[src/rtl/cpu_types_pkg.sv]
// Shared types for the instruction cache: address fields and fill FSM states.
package cpu_types_pkg;

    typedef enum logic {
        IDLE  = 1'b0,
        FETCH = 1'b1
    } icache_state_t;

    // Field split of a fetch address for the default 16-frame geometry.
    typedef struct packed {
        logic [25:0] tag;
        logic [3:0]  idx;
        logic [1:0]  bytoff;
    } icachef_t;

    function automatic logic [31:0] word_align(input logic [31:0] a);
        return {a[31:2], 2'b00};
    endfunction

endpackage

[src/rtl/icache_if.sv]
// Fetch-side and memory-side signals of the instruction cache.
interface icache_if;

    logic        imemREN;
    logic [31:0] imemaddr;
    logic        ihit;
    logic [31:0] imemload;
    logic        iREN;
    logic [31:0] iaddr;
    logic        iwait;
    logic [31:0] iload;

    modport master (
        output imemREN, imemaddr, iwait, iload,
        input  ihit, imemload, iREN, iaddr
    );

    modport slave (
        input  imemREN, imemaddr, iwait, iload,
        output ihit, imemload, iREN, iaddr
    );

endinterface

[src/rtl/icache_frame_array.sv]
// Valid/tag/data storage: one async read port, one sync write port.
module icache_frame_array #(
    parameter int SETS  = 16,
    parameter int IDX_W = $clog2(SETS),
    parameter int TAG_W = 30 - IDX_W
) (
    input  logic             clk_i,
    input  logic             rst_ni,
    input  logic [IDX_W-1:0] rd_idx_i,
    output logic             rd_valid_o,
    output logic [TAG_W-1:0] rd_tag_o,
    output logic [31:0]      rd_data_o,
    input  logic             we_i,
    input  logic [IDX_W-1:0] wr_idx_i,
    input  logic [TAG_W-1:0] wr_tag_i,
    input  logic [31:0]      wr_data_i
);

    logic [SETS-1:0]  valid_q;
    logic [TAG_W-1:0] tag_q  [SETS];
    logic [31:0]      data_q [SETS];

    always_ff @(posedge clk_i) begin
        if (!rst_ni) begin
            valid_q <= '0;
        end else if (we_i) begin
            valid_q[wr_idx_i] <= 1'b1;
        end
    end

    // Tag/data carry no reset; valid alone qualifies them.
    always_ff @(posedge clk_i) begin
        if (we_i && rst_ni) begin
            tag_q[wr_idx_i]  <= wr_tag_i;
            data_q[wr_idx_i] <= wr_data_i;
        end
    end

    assign rd_valid_o = valid_q[rd_idx_i];
    assign rd_tag_o   = tag_q[rd_idx_i];
    assign rd_data_o  = data_q[rd_idx_i];

endmodule

[src/rtl/icache.sv]
// Direct-mapped read-only instruction cache, one word per block.
module icache
    import cpu_types_pkg::*;
#(
    parameter int          SETS    = 16,
    parameter logic [31:0] PC_INIT = 32'h0
) (
    input  logic     CLK,
    input  logic     nRST,
    icache_if.slave  ibus
);

    localparam int IDX_W = $clog2(SETS);
    localparam int TAG_W = 30 - IDX_W;

    icache_state_t state_q, state_d;
    logic [29:0]   miss_q, miss_d;

    logic [IDX_W-1:0] req_idx;
    logic [TAG_W-1:0] req_tag;
    logic             fr_valid;
    logic [TAG_W-1:0] fr_tag;
    logic [31:0]      fr_data;
    logic             hit;
    logic             fill_we;
    logic             iren;

    logic unused_ok;
    assign unused_ok = ^{PC_INIT, ibus.imemaddr[1:0]};

    assign req_idx = ibus.imemaddr[1+IDX_W:2];
    assign req_tag = ibus.imemaddr[31:2+IDX_W];

    icache_frame_array #(
        .SETS  (SETS),
        .IDX_W (IDX_W),
        .TAG_W (TAG_W)
    ) u_frames (
        .clk_i      (CLK),
        .rst_ni     (nRST),
        .rd_idx_i   (req_idx),
        .rd_valid_o (fr_valid),
        .rd_tag_o   (fr_tag),
        .rd_data_o  (fr_data),
        .we_i       (fill_we),
        .wr_idx_i   (miss_q[IDX_W-1:0]),
        .wr_tag_i   (miss_q[29:IDX_W]),
        .wr_data_i  (ibus.iload)
    );

    assign hit = (state_q == IDLE) && ibus.imemREN
                 && fr_valid && (fr_tag == req_tag);

    always_ff @(posedge CLK) begin
        if (!nRST) begin
            state_q <= IDLE;
            miss_q  <= '0;
        end else begin
            state_q <= state_d;
            miss_q  <= miss_d;
        end
    end

    // Fill always completes to miss_q; the fetch side is ignored in FETCH.
    always_comb begin
        state_d = state_q;
        miss_d  = miss_q;
        fill_we = 1'b0;
        iren    = 1'b0;
        unique case (state_q)
            IDLE: begin
                if (ibus.imemREN && !hit) begin
                    miss_d  = ibus.imemaddr[31:2];
                    state_d = FETCH;
                end
            end
            FETCH: begin
                iren = 1'b1;
                if (!ibus.iwait) begin
                    fill_we = 1'b1;
                    state_d = IDLE;
                end
            end
            default: state_d = IDLE;
        endcase
    end

    assign ibus.ihit     = hit;
    assign ibus.imemload = hit ? fr_data : 32'h0;
    assign ibus.iREN     = iren;
    assign ibus.iaddr    = word_align({miss_q, 2'b00});

endmodule

[src/flat_wrapper.sv]
// flat-port wrapper written by rule: the top's interface ports become plain ports
module icache_flat import cpu_types_pkg::*;
#(
    parameter int          SETS    = 16,
    parameter logic [31:0] PC_INIT = 32'h0
)
  (CLK, nRST, ibus_imemREN, ibus_imemaddr, ibus_iwait, ibus_iload, ibus_ihit, ibus_imemload, ibus_iREN, ibus_iaddr);
  icache_if ibus_i ();
  input  logic CLK;
  input  logic nRST;
  input wire logic [$bits(ibus_i.imemREN)-1:0] ibus_imemREN;
  input wire logic [$bits(ibus_i.imemaddr)-1:0] ibus_imemaddr;
  input wire logic [$bits(ibus_i.iwait)-1:0] ibus_iwait;
  input wire logic [$bits(ibus_i.iload)-1:0] ibus_iload;
  output wire logic [$bits(ibus_i.ihit)-1:0] ibus_ihit;
  output wire logic [$bits(ibus_i.imemload)-1:0] ibus_imemload;
  output wire logic [$bits(ibus_i.iREN)-1:0] ibus_iREN;
  output wire logic [$bits(ibus_i.iaddr)-1:0] ibus_iaddr;
  assign ibus_i.imemREN = ibus_imemREN;
  assign ibus_i.imemaddr = ibus_imemaddr;
  assign ibus_i.iwait = ibus_iwait;
  assign ibus_i.iload = ibus_iload;
  assign ibus_ihit = ibus_i.ihit;
  assign ibus_imemload = ibus_i.imemload;
  assign ibus_iREN = ibus_i.iREN;
  assign ibus_iaddr = ibus_i.iaddr;
  icache #(.SETS(SETS), .PC_INIT(PC_INIT)) u_core (.CLK(CLK), .nRST(nRST), .ibus(ibus_i));
endmodule
[config.mk]
export PLATFORM = sky130hd
export DESIGN_NAME = icache_flat
export DESIGN_NICKNAME = d
export VERILOG_FILES = /design/src/rtl/cpu_types_pkg.sv /design/src/rtl/icache_if.sv /design/src/rtl/icache_frame_array.sv /design/src/rtl/icache.sv /design/src/flat_wrapper.sv
export SDC_FILE = /design/constraint.sdc
export NUM_CORES = 1
export LEC_CHECK = 0
export BUFFER_PORTS_ARGS = -buffer_cell sky130_fd_sc_hd__buf_2
export CAP_MARGIN = 20
export CORE_UTILIZATION = 44
export CTS_CLUSTER_DIAMETER = 100
export CTS_CLUSTER_SIZE = 24
export DETAILED_ROUTE_END_ITERATION = 10
export GPL_TIMING_DRIVEN = 0
export SLEW_MARGIN = 40
export SYNTH_ARGS = -nofsm -noshare
export SYNTH_HDL_FRONTEND = slang
export SYNTH_SLANG_ARGS = --single-unit
[constraint.sdc]
create_clock -name CLK -period 14.4 [get_ports CLK]
set_clock_uncertainty 0.15 [all_clocks]
set_input_delay 2.16 -clock CLK [delete_from_list [all_inputs] [get_ports CLK]]
set_output_delay 2.16 -clock CLK [all_outputs]
set_load 0.05 [all_outputs]
==> implementation parameters <==
Parameter                              Value

Timing
  Max Transition Viols Final ... 0
  Period utilisation layout ... 66.8%
  Unrepaired setup endpoints after global routing ... false
  Final period demand of the worst path ... 9.62 ns
  Max_slew headroom ... 38.4%
  Max Clk Rate ... 104 MHz
  Minimum hold slack ... 0.307 ns
  Summed negative setup slack over all endpoints ... 0 ns
  Least-Margin Pin Slew ... 0.924 ns
  Final number of setup-violating endpoints ... 0
  Number of endpoints with negative hold slack in the final report ... 0

Logic synthesis
  Number of warning messages in the yosys log ... 0
  Proportion of register bits with asynchronous set or reset after synthesis ... 0%
  Post-synthesis cell count ... 1790
  Flip-flop cell with the highest count after synthesis ... sky130_fd_sc_hd__edfxtp_1
  Combinational family with the most area after synthesis ... multiplexers
  Mux cell area share after synthesis ... 17.2%
  Number of flops mapped to enable cells by yosys ... 928
  Seq/Total Area, Yosys ... 74.8%
  Syn avg cell area ... 21.5 um2
  Number of distinct library cells after synthesis ... 66
  Post-synthesis share of cell area spent on xor and xnor gates ... 0.569%
  Post-synthesis register bit count ... 975
  Complex-gate fraction of the synthesized area ... 1.74%
  Post-synth design cell area ... 38500 um2
  Share of synthesized cell area in and, or, nand and nor gates ... 3.81%
  Synthesized-area fraction occupied by adder cells ... 0%

Clocking
  TritonCTS Sinks ... 975
  Worst-path clk slew ... 0.10 ns
  PostCTS Resize Cnt ... 0
  Clock tree from TritonCTS ... done
  Count of hold buffers inserted by post-cts repair ... 0
  Number of CTS-inserted buffers ... 46
  Number of levels the H-tree was split into ... 2
  Number of buffers inserted to repair setup after CTS ... 0
  Buffer depth of the longest clock path ... 3
  Clock latency on the worst-skew pair ... 0.64 ns
  Library cell used as clock root buffer ... sky130_fd_sc_hd__clkbuf_16

Critical path
  CP Cell Sequence ... buf_2 -> buf_6 -> buf_4 -> buf_6 -> buf_2 -> buf_2 -> mux2i_1 -> xnor2_1 -> nand4_1 -> nor4_1 -> nand4b_1 -> buf_2 -> nor2b_1 -> buf_2
  Cell seen most often among critical-path stages ... sky130_fd_sc_hd__buf_2
  Top fanout value on the critical path ... 10
  Count of buffering cells on the critical path with inverters included ... 8
  Cell at the slowest stage of the critical path ... sky130_fd_sc_hd__nand4b_1
  Endpoint arrival time on the critical path ... 7.31 ns
  Required arrival time at the worst endpoint ... 12.09 ns
  Sort of element at the end of the critical path ... output port
  Setup Crit Path Kind ... in -> out
  Startpoint type of the worst setup path ... input port
  Slowest Stage Delay on Critical Path ... 0.75 ns
  Cell type group with the largest total delay on the critical path ... buffers and inverters

Drt
  First-pass detailed-route iteration total ... 5
  Average routed wire per standard cell ... 29.9 um
  Count of vias placed by the detailed router ... 19700
  Final antenna-violating net count ... 0
  Detailed-route DRC error count ... 0
  Wire length reported by the detailed router ... 97700 um
  Initial detailed-routing violation count ... 2284
  Average via count per standard cell ... 6.04

Global routing
  Global-route wire length before repair ... 141000 um
  Overall overflow remaining after global route ... 0
  Pin count of the biggest net entering global routing ... 26
  Number of antenna violations at the first check in global routing ... 5
  Via count of the first global-routing pass ... 20000
  Tot GR Track Use ... 22.1%

Place
  Routability congestion estimate from global placement ... 0.864
  Port bufs ... 123
  Placed wire-length estimate after detailed placement ... 67600 um

Final layout
  Fraction of final layout cells sized beyond drive strength 1 ... 31.4%
  Net count of the finished layout ... 2160
  Layout fillers ... 6942
  Area used by sequential logic in the layout ... 28800 um2
  Share of the core filled with cells in the final layout ... 50.7%
  Area added between synthesis and finish ... 14.2%
  Most common library cell in the layout ignoring fill and taps ... sky130_fd_sc_hd__edfxtp_1
  Commonest non-fill, non-tap cells in the layout ... 928 x sky130_fd_sc_hd__edfxtp_1, 259 x sky130_fd_sc_hd__mux4_2, 182 x sky130_fd_sc_hd__buf_2
  Footprint of the multi-input gates ... 9110 um2

Power
  Power per cell area ... 114 nW/um2
  Worst VDD drop ... 0.0846 mV
  Static leakage power ... 14.5 nW

Die
  Die Y-Extent ... 298 um
  IO Pins ... 134
  DIE AREA ... 88700 um2
  Die outline width ... 298 um
  Core Footprint ... 86800 um2
  Placement Rows ... 108
  Initial cell density of the core ... 44.4%

Outcome
  Result of the run ... complete, no violations

Job
  Maxcap violations ... 0

Hold path
  HP Class ... reg -> reg
[final timing paths]
kind | startpoint | to | slack, ns | cells past startpoint
max | ibus_imemaddr[3] | ibus_imemload[26] | 4.78 | 14
min | u_core.u_frames.valid_q[7] | u_core.u_frames.valid_q[7] | 0.31 | 1
max reg2reg | u_core.u_frames.tag_q[11][1] | u_core.miss_q[17] | 10.96 | 9
min reg2reg | u_core.u_frames.valid_q[7] | u_core.u_frames.valid_q[7] | 0.31 | 1
[cell families (layout without fill, tap and decap cells)]
kind of cell | count (synthesis) | after routing
and+or+nand+nor | 252 | 252
AOI/OAI and AO/OA | 82 | 82
other | 1 | 4
muxes | 334 | 334
DFF | 975 | 975
xor gates and xnor gates | 25 | 25
buffers and inverters | 121 | 440
[area by class of cell]
type                            instances  share of cell area [%]
Sequential cell                       975                    65.5
Buffer                                111                    1.53
Clock buffer                           64                    2.87
Multi-Input combinational cell        695                    20.7
Timing Repair Buffer                  253                    5.88
Tap cell                             1155                    3.29
Antenna cell                            2                  0.0114
Clock inverter                          2                  0.0882
Inverter                               10                  0.0854
[metal layers]
layer  track usage (%)  vias to the layer above  part of all wire, %
met5                 0                        -                    0
met4              5.13                        0                  2.2
met3              2.38                      147                  6.9
met2              36.0                      890                   49
met1              32.2                    10600                   42
li1                  -                     8100                    -
[per-stage QoR]
stage               instance area, um2  power, W  worst slack [ns]  instances
floorplan                        38500   0.00345              6.69       1791
global placement                 40600   0.00358             0.497       3069
detailed placement               42700   0.00360              4.73       3199
CTS                              44000   0.00504              4.73       3265
global route                     44000   0.00515              4.61       3265
finish                           44000   0.00501              4.78       3267
[report_power, final]
part / internal, W / switching [W] / leakage (nW)
Clock: 0.000633 / 0.000847 / 0.632
Combinational: 0.000135 / 0.000207 / 5.08
Sequential: 0.00314 / 0.0000519 / 8.83
Total: 0.00391 / 0.00111 / 14.5
[synthesized netlist by cell type, types with 2 or more instances]
cell type	count	area, um2
sky130_fd_sc_hd__nor2_1	25	93.8
sky130_fd_sc_hd__nand3b_1	2	15.0
sky130_fd_sc_hd__o22ai_1	2	12.5
sky130_fd_sc_hd__and2_1	3	18.8
sky130_fd_sc_hd__nor3_1	9	45.0
sky130_fd_sc_hd__a2111oi_0	2	17.5
sky130_fd_sc_hd__buf_6	12	135
sky130_fd_sc_hd__a211oi_1	2	15.0
sky130_fd_sc_hd__buf_4	4	30.0
sky130_fd_sc_hd__inv_2	3	11.3
sky130_fd_sc_hd__mux4_2	259	5830
sky130_fd_sc_hd__or3_1	2	12.5
sky130_fd_sc_hd__mux2_2	3	33.8
sky130_fd_sc_hd__nand2_1	15	56.3
sky130_fd_sc_hd__a32oi_1	29	254
sky130_fd_sc_hd__mux2i_1	68	681
sky130_fd_sc_hd__inv_1	7	26.3
sky130_fd_sc_hd__o21ai_0	4	20.0
sky130_fd_sc_hd__buf_12	5	100
sky130_fd_sc_hd__nand3_1	38	190
sky130_fd_sc_hd__a22oi_1	3	22.5
sky130_fd_sc_hd__clkbuf_1	40	150
sky130_fd_sc_hd__buf_2	35	175
sky130_fd_sc_hd__or4_1	2	15.0
sky130_fd_sc_hd__nand4_1	36	225
sky130_fd_sc_hd__buf_1	14	52.6
sky130_fd_sc_hd__a211o_1	2	17.5
sky130_fd_sc_hd__nor3b_1	2	15.0
sky130_fd_sc_hd__mux4_1	3	78.8
sky130_fd_sc_hd__edfxtp_1	928	27900
sky130_fd_sc_hd__nand4b_1	2	17.5
sky130_fd_sc_hd__and3_1	32	200
sky130_fd_sc_hd__a21o_1	16	120
sky130_fd_sc_hd__nor2b_1	37	231
sky130_fd_sc_hd__o221ai_1	3	26.3
sky130_fd_sc_hd__xnor2_1	18	158
sky130_fd_sc_hd__a221o_1	3	30.0
sky130_fd_sc_hd__a21oi_1	2	10.0
sky130_fd_sc_hd__nor4_1	3	18.8
sky130_fd_sc_hd__dfxtp_1	47	941
sky130_fd_sc_hd__xor2_1	7	61.3
sky130_fd_sc_hd__nand2b_1	36	225
sky130_fd_sc_hd__o22a_1	2	17.5
[sequential cells by signal, summed over array words and instances, names as in the netlist]
| register | flops |
|---|---|
| u_core.miss_q | 30 |
| u_core.state_q | 1 |
| u_core.u_frames.valid_q | 16 |
| u_core.u_frames.tag_q | 416 |
| u_core.u_frames.data_q | 512 |
No activity file was read; power rests on OpenSTA's default activity.
